$ cat src/rtl/alu_pkg.sv
// Shared opcodes, class/funct3 codes and the issue payload for the ALU operand stage.
// Operand forwarding in alu_operand_stage is enabled by defining ALU_OPERAND_FWD_EN.
package alu_pkg;

    localparam int unsigned XLEN = 32;
    localparam int unsigned REGW = 5;
    localparam int unsigned OPW  = 4;

    localparam logic [OPW-1:0] ALU_SUB = 4'b0000;
    localparam logic [OPW-1:0] ALU_ADD = 4'b0001;
    localparam logic [OPW-1:0] ALU_AND = 4'b0010;
    localparam logic [OPW-1:0] ALU_OR  = 4'b0011;
    localparam logic [OPW-1:0] ALU_SRL = 4'b1100;
    localparam logic [OPW-1:0] ALU_ILL = 4'b1111;

    typedef enum logic [1:0] {
        CLS_MEM   = 2'b00,
        CLS_BR    = 2'b01,
        CLS_RTYPE = 2'b10,
        CLS_ITYPE = 2'b11
    } alu_class_e;

    localparam logic [2:0] F3_ADD = 3'b000;
    localparam logic [2:0] F3_SRL = 3'b101;
    localparam logic [2:0] F3_OR  = 3'b110;
    localparam logic [2:0] F3_AND = 3'b111;

    typedef struct packed {
        logic [XLEN-1:0] num1;
        logic [XLEN-1:0] num2;
        logic [OPW-1:0]  alu_op;
        logic            illegal;
    } issue_t;

    // Youngest in-flight writer of a non-zero register wins over the register file.
    function automatic logic [XLEN-1:0] fwd_pick(
        input logic [REGW-1:0] rs,
        input logic [XLEN-1:0] rf_data,
        input logic            exm_we,
        input logic [REGW-1:0] exm_rd,
        input logic [XLEN-1:0] exm_result,
        input logic            mwb_we,
        input logic [REGW-1:0] mwb_rd,
        input logic [XLEN-1:0] mwb_result
    );
        logic [XLEN-1:0] val;
        val = rf_data;
        if (exm_we && (exm_rd == rs) && (rs != '0)) begin
            val = exm_result;
        end else if (mwb_we && (mwb_rd == rs) && (rs != '0)) begin
            val = mwb_result;
        end
        return val;
    endfunction

endpackage

$ cat src/rtl/alu_ctrl_decode.sv
// Combinational ALU opcode decode from instruction class, funct3 and funct7 bit 5.
module alu_ctrl_decode
    import alu_pkg::*;
(
    input  logic [1:0]     alu_class,
    input  logic [2:0]     funct3,
    input  logic           funct7b5,
    output logic [OPW-1:0] alu_op_c,
    output logic           illegal_c
);

    always_comb begin
        alu_op_c  = ALU_ADD;
        illegal_c = 1'b0;
        unique case (alu_class_e'(alu_class))
            CLS_MEM: alu_op_c = ALU_ADD;
            CLS_BR:  alu_op_c = ALU_SUB;
            CLS_RTYPE, CLS_ITYPE: begin
                unique case (funct3)
                    // funct7b5 selects sub only for register-register ops
                    F3_ADD: alu_op_c = (alu_class_e'(alu_class) == CLS_RTYPE && funct7b5) ? ALU_SUB : ALU_ADD;
                    F3_AND: alu_op_c = ALU_AND;
                    F3_OR:  alu_op_c = ALU_OR;
                    F3_SRL: alu_op_c = ALU_SRL;
                    default: begin
                        alu_op_c  = ALU_ILL;
                        illegal_c = 1'b1;
                    end
                endcase
            end
            default: alu_op_c = ALU_ADD;
        endcase
    end

endmodule

$ cat src/rtl/alu_operand_stage.sv
// Registered issue stage ahead of the ALU: operand select, opcode decode, valid/ready handshake.
// Define ALU_OPERAND_FWD_EN to resolve RAW hazards from EX/MEM and MEM/WB.
module alu_operand_stage
    import alu_pkg::*;
(
    input  logic            clk,
    input  logic            reset,
    input  logic            in_valid,
    output logic            in_ready,
    input  logic [REGW-1:0] in_rs1,
    input  logic [REGW-1:0] in_rs2,
    input  logic [XLEN-1:0] in_rs1_data,
    input  logic [XLEN-1:0] in_rs2_data,
    input  logic [XLEN-1:0] in_imm,
    input  logic            in_alu_src,
    input  logic [1:0]      in_alu_class,
    input  logic [2:0]      in_funct3,
    input  logic            in_funct7b5,
    input  logic            flush,
    input  logic            exm_we,
    input  logic [REGW-1:0] exm_rd,
    input  logic [XLEN-1:0] exm_result,
    input  logic            mwb_we,
    input  logic [REGW-1:0] mwb_rd,
    input  logic [XLEN-1:0] mwb_result,
    output logic            out_valid,
    input  logic            out_ready,
    output logic [XLEN-1:0] num1,
    output logic [XLEN-1:0] num2,
    output logic [OPW-1:0]  alu_op,
    output logic            illegal
);

    localparam issue_t RESET_ISSUE = '{num1: '0, num2: '0, alu_op: ALU_ADD, illegal: 1'b0};

    logic [XLEN-1:0] rs1_opnd;
    logic [XLEN-1:0] rs2_opnd;
    logic [OPW-1:0]  dec_op_c;
    logic            dec_ill_c;
    logic            capture;
    logic            valid_nxt;
    issue_t          issue_nxt;
    issue_t          issue_q;
    logic            valid_q;

`ifdef ALU_OPERAND_FWD_EN
    assign rs1_opnd = fwd_pick(in_rs1, in_rs1_data, exm_we, exm_rd, exm_result, mwb_we, mwb_rd, mwb_result);
    assign rs2_opnd = fwd_pick(in_rs2, in_rs2_data, exm_we, exm_rd, exm_result, mwb_we, mwb_rd, mwb_result);
`else
    // Forwarding ports stay on the interface so both builds share one pinout.
    logic unused_fwd;
    assign unused_fwd = ^{in_rs1, in_rs2, exm_we, exm_rd, exm_result, mwb_we, mwb_rd, mwb_result};
    assign rs1_opnd   = in_rs1_data;
    assign rs2_opnd   = in_rs2_data;
`endif

    alu_ctrl_decode u_decode (
        .alu_class (in_alu_class),
        .funct3    (in_funct3),
        .funct7b5  (in_funct7b5),
        .alu_op_c  (dec_op_c),
        .illegal_c (dec_ill_c)
    );

    assign in_ready = !valid_q || out_ready;
    assign capture  = in_valid && in_ready && !flush;

    // Next valid and payload; the immediate overrides rs2 after any forwarding.
    always_comb begin
        valid_nxt = valid_q;
        issue_nxt = issue_q;
        if (flush) begin
            valid_nxt = 1'b0;
        end else if (capture) begin
            valid_nxt = 1'b1;
        end else if (out_ready) begin
            valid_nxt = 1'b0;
        end
        if (capture) begin
            issue_nxt.num1    = rs1_opnd;
            issue_nxt.num2    = in_alu_src ? in_imm : rs2_opnd;
            issue_nxt.alu_op  = dec_op_c;
            issue_nxt.illegal = dec_ill_c;
        end
    end

    always_ff @(posedge clk) begin
        if (reset) begin
            valid_q <= 1'b0;
            issue_q <= RESET_ISSUE;
        end else begin
            valid_q <= valid_nxt;
            issue_q <= issue_nxt;
        end
    end

    assign out_valid = valid_q;
    assign num1      = issue_q.num1;
    assign num2      = issue_q.num2;
    assign alu_op    = issue_q.alu_op;
    assign illegal   = issue_q.illegal;

endmodule

$ cat config.mk
export PLATFORM = sky130hd
export DESIGN_NAME = alu_operand_stage
export DESIGN_NICKNAME = d
export VERILOG_FILES = /design/src/rtl/alu_pkg.sv /design/src/rtl/alu_ctrl_decode.sv /design/src/rtl/alu_operand_stage.sv
export SDC_FILE = /design/constraint.sdc
export NUM_CORES = 1
export LEC_CHECK = 0
export CORE_AREA = 5 5 100 102
export DETAILED_ROUTE_END_ITERATION = 16
export DIE_AREA = 0 0 105 107
export DONT_BUFFER_PORTS = 1
export HOLD_SLACK_MARGIN = 0.15
export PLACE_DENSITY = 0.55
export SLEW_MARGIN = 20
export SYNTH_ARGS = -nofsm -noshare
export SYNTH_HDL_FRONTEND = slang
export SYNTH_SLANG_ARGS = --single-unit
$ cat constraint.sdc
create_clock -name clk -period 3 [get_ports clk]
set_clock_uncertainty 0.15 [all_clocks]
set_input_delay 0.3 -clock clk [delete_from_list [all_inputs] [get_ports clk]]
set_output_delay 0.3 -clock clk [all_outputs]
set_load 0.02 [all_outputs]
==> results.cfg, run 1 <==
[place]
hpwl_um = 5100
portBuffers = 0
place_congestion = 0.653
placed_area_sq_um = 2830

[synthesis]
async_flop_share_pct = 0
synth.cell_area_sq_um = 2800
yosysMostFrequentCell = dfxtp_1
synth_cells = 313
synth.largest_area_cell = dfxtp_1
ys_warn_count = 0
ys_ff_latch = 69
synth_top_cell_area_share_pct = 49.3
synth-main-ff-cell = dfxtp_1
synth_fp_nets = 507
ys_types = 23
synthTopCellsByCount = dfxtp_1 (69), nand2_1 (68), a21oi_1 (35), nor2_1 (35), mux2i_1 (32)
seq_area_frac_synth_pct = 49.3
synth_edf_count = 0
yosys-top-cells-area = dfxtp_1 (49%), mux2i_1 (11%), nand2_1 (9.1%)
avgSynthCellArea_sq_um = 8.95

[clocking]
cts-root-buf = clkbuf_8
cts_resized = 0
cts_sinks = 69
cts_made_buffers = 9
postCtsSetupRepairBufs = 0
cts_hold_buf = 101
clockBufferDepth = 2
cts_max_level = 3

[die]
io_pins = 265
die_w_um = 105
start_util_pct = 31.1
row_count = 35
die_height_um = 107

[status]
error = [ERROR RSZ-0060] Max buffer count reached.
lastStage = 4_1_cts
status = aborted with a tool error
[kinds of logic after synthesis]
| group | count (synthesis) | share of synthesized area, % |
|---|---|---|
| buffers and inverters | 28 | 5.22 |
| AO/OA/AOI/OAI | 71 | 17.3 |
| AND/OR/NAND/NOR | 112 | 16.4 |
| flip-flops | 69 | 49.3 |
| multiplexers | 32 | 11.4 |
| XOR/XNOR | 1 | 0.313 |
[stage by stage]
step	setup WS, ns	std cells
3_3_place_gp	1.07	399
2_1_floorplan	1.47	313
3_5_place_dp	1.03	399
==> inputs of run 2 (changes only) <==
--- a/config.mk
+++ b/config.mk
@@ -5,12 +5,11 @@
 export SDC_FILE = /design/constraint.sdc
 export NUM_CORES = 1
 export LEC_CHECK = 0
-export CORE_AREA = 5 5 100 102
+export CORE_AREA = 5 5 101 103
 export DETAILED_ROUTE_END_ITERATION = 16
-export DIE_AREA = 0 0 105 107
+export DIE_AREA = 0 0 106 108
 export DONT_BUFFER_PORTS = 1
-export HOLD_SLACK_MARGIN = 0.15
-export PLACE_DENSITY = 0.55
+export PLACE_DENSITY_LB_ADDON = 0.15
 export SLEW_MARGIN = 20
 export SYNTH_ARGS = -nofsm -noshare
 export SYNTH_HDL_FRONTEND = slang
==> run 2 against run 1 <==
  * The run now ends clean
  * Area after synthesis stayed put
  * Synthesized cell count stayed put
==> results.cfg, run 2 <==
[status]
status = finished clean

[routing]
first_pass_iters = 4
viasPerCell = 4.96
wl_per_cell_um = 16.9
first_iter_violations = 72
postRouteAntennaNets = 0
totalWireLength_um = 7640
remaining_drc_errors = 0
dr_total_vias = 2242

[place]
portBuffers = 0
post-place-ws_ns = 1.03
placed_cells = 400
place_congestion = 0.635
hpwl_um = 5180

[timing]
hold_viol = 0
setup_ws_ns = 0.631
rsz0062_at_grt = false
final.setup.tns_ns = 0
holdWs_ns = 0.0404
max_slew_margin_pct = 48.4
finalSetupViolCount = 0
worst_pin_slew_ns = 0.774
max_freq_mhz = 422
timing.final.crit_share_pct = 79.0
period_minus_slack_ns = 2.37
slew_violations = 0

[synthesis]
synth-main-ff-cell = dfxtp_1
async_flop_share_pct = 0
synth.cell_area_sq_um = 2800
synth.largest_area_cell = dfxtp_1
synth_top_cell_area_share_pct = 49.3
yosys-top-cells-area = dfxtp_1 (49%), mux2i_1 (11%), nand2_1 (9.1%)
synth-simple-area-share_pct = 16.4
ys_warn_count = 0
synthXorXnorAreaFrac_pct = 0.313
synth_cells = 313
synth_edf_count = 0
synth-compound-area-share_pct = 17.3
synth_fp_nets = 507
ys_types = 23
yosysMostFrequentCell = dfxtp_1
synth_adder_area_share_pct = 0
synthTopCellsByCount = dfxtp_1 (69), nand2_1 (68), a21oi_1 (35), nor2_1 (35), mux2i_1 (32)
ys_ff_latch = 69
muxShareOfSynthArea_pct = 11.4
seq_area_frac_synth_pct = 49.3
avgSynthCellArea_sq_um = 8.95
synth_top_family_by_area = compound AO/OA/AOI/OAI gates

[critical_path]
critPathArrivalTime_ns = 2.50
rr_startpoint = out_valid
reg2reg_slack_ns = 0.63
cp-start-kind = register
worstSetupPathType = reg2reg
cp-startpoint = out_valid
cp-end-kind = register
crit_required_ns = 3.13
path_max_fanout = 36

[global_route]
grt_pass1_wl_um = 11500
grt_util_all_layers_pct = 12.8
antenna_found_initial = 0
grt_pass1_vias = 2196
overflow = 0
grt_start_max_net_pins = 79

[clocking]
cts_made_buffers = 9
clockBufferDepth = 2
cts_resized = 0
cts_sinks = 69
worstSkewPairLatency_ns = 0.33
cts_tree = yes
cts-root-buf = clkbuf_8
postCtsSetupRepairBufs = 0
cts_max_level = 3
cts_hold_buf = 36
path_clk_slew_ns = 0.08

[die]
die_height_um = 108
io_pins = 265
start_util_pct = 30.8
die_w_um = 106
row_count = 35
core_sq_um = 9110
dieArea_sq_um = 11400

[layout]
final_nets = 530
drive_gt1_share_pct = 9.38
fin_cells = 452
area_growth_pct = 22.7
diodes = 0
most-common-layout-cells = dfxtp_1 (69), nand2_1 (68), a21oi_1 (35), nor2_1 (35), dlygate4sd3_1 (35)
layout_commonest_cell = dfxtp_1

[power_and_ir_drop]
pwr_density_cell_nw_per_um2 = 624
vdd.ir_drop.worst_mv = 0.165
power_leakage_nw = 1.28

[min_path]
worstHoldPathType = in2reg
hp-start = in_funct3[2]

[job]
maxCapViolCount = 0
==> run 2: final timing paths <==
path	cells past startpoint	end
worst max-delay path	7	num1[5]
worst min-delay path	3	alu_op[2]
worst max register to register	7	num1[5]
worst min register to register	2	num1[27]
==> run 2: critical path, stage by stage (launching register included) <==
cell and delay (ns):
dfxtp_1 0.47, nor2b_4 0.25, inv_1 0.16, nand3b_2 0.11, buf_4 0.35, nand2_1 0.09
a21oi_1 0.16, dlygate4sd3_1 0.56
==> run 2: cell type report <==
cell class	count	area [sq um]
clock buffer	11	151
clock inverter	5	81.3
fill	937	5670
inverter	1	3.75
multi-input combinational	216	1280
sequential	69	1380
tap	111	139
timing repair buffer	39	400
==> run 2: stage by stage <==
| step | utilization [%] | total power [mW] | instance area [sq um] |
|---|---|---|---|
| 6_report | 37.7 | 2.14 | 3440 |
| 5_1_grt | 37.7 | 2.26 | 3440 |
| 4_1_cts | 37.7 | 2.19 | 3440 |
| 3_5_place_dp | 31.0 | 1.24 | 2830 |
| 3_3_place_gp | 31.0 | 1.24 | 2830 |
| 2_1_floorplan | - | 1.23 | 2800 |
==> run 2: cell families (layout without fill, tap and decap cells) <==
| logic type | after synthesis | count (layout) |
|---|---|---|
| AND/OR/NAND/NOR | 112 | 112 |
| multiplexers | 32 | 32 |
| buffers and inverters | 28 | 56 |
| AO/OA/AOI/OAI | 71 | 71 |
| flip-flops | 69 | 69 |
| XOR/XNOR | 1 | 1 |
==> run 2: where the power goes <==
group	internal, mW	leakage, nW	switching [mW]
registers	0.969	0.566	0.105
logic	0.0995	0.596	0.0983
clock network	0.515	0.116	0.358
==> run 2: per-layer routing <==
| metal | vias to the layer above | wire (um) | GRT usage [%] |
|---|---|---|---|
| li1 | 1120 | - | - |
| met1 | 998 | 3150 | 15.5 |
| met2 | 117 | 3310 | 19.0 |
| met3 | 7 | 1070 | 6.81 |
| met4 | 0 | 107 | 5.55 |
| met5 | - | 0 | 0 |
(Power assumes the default switching activity.)
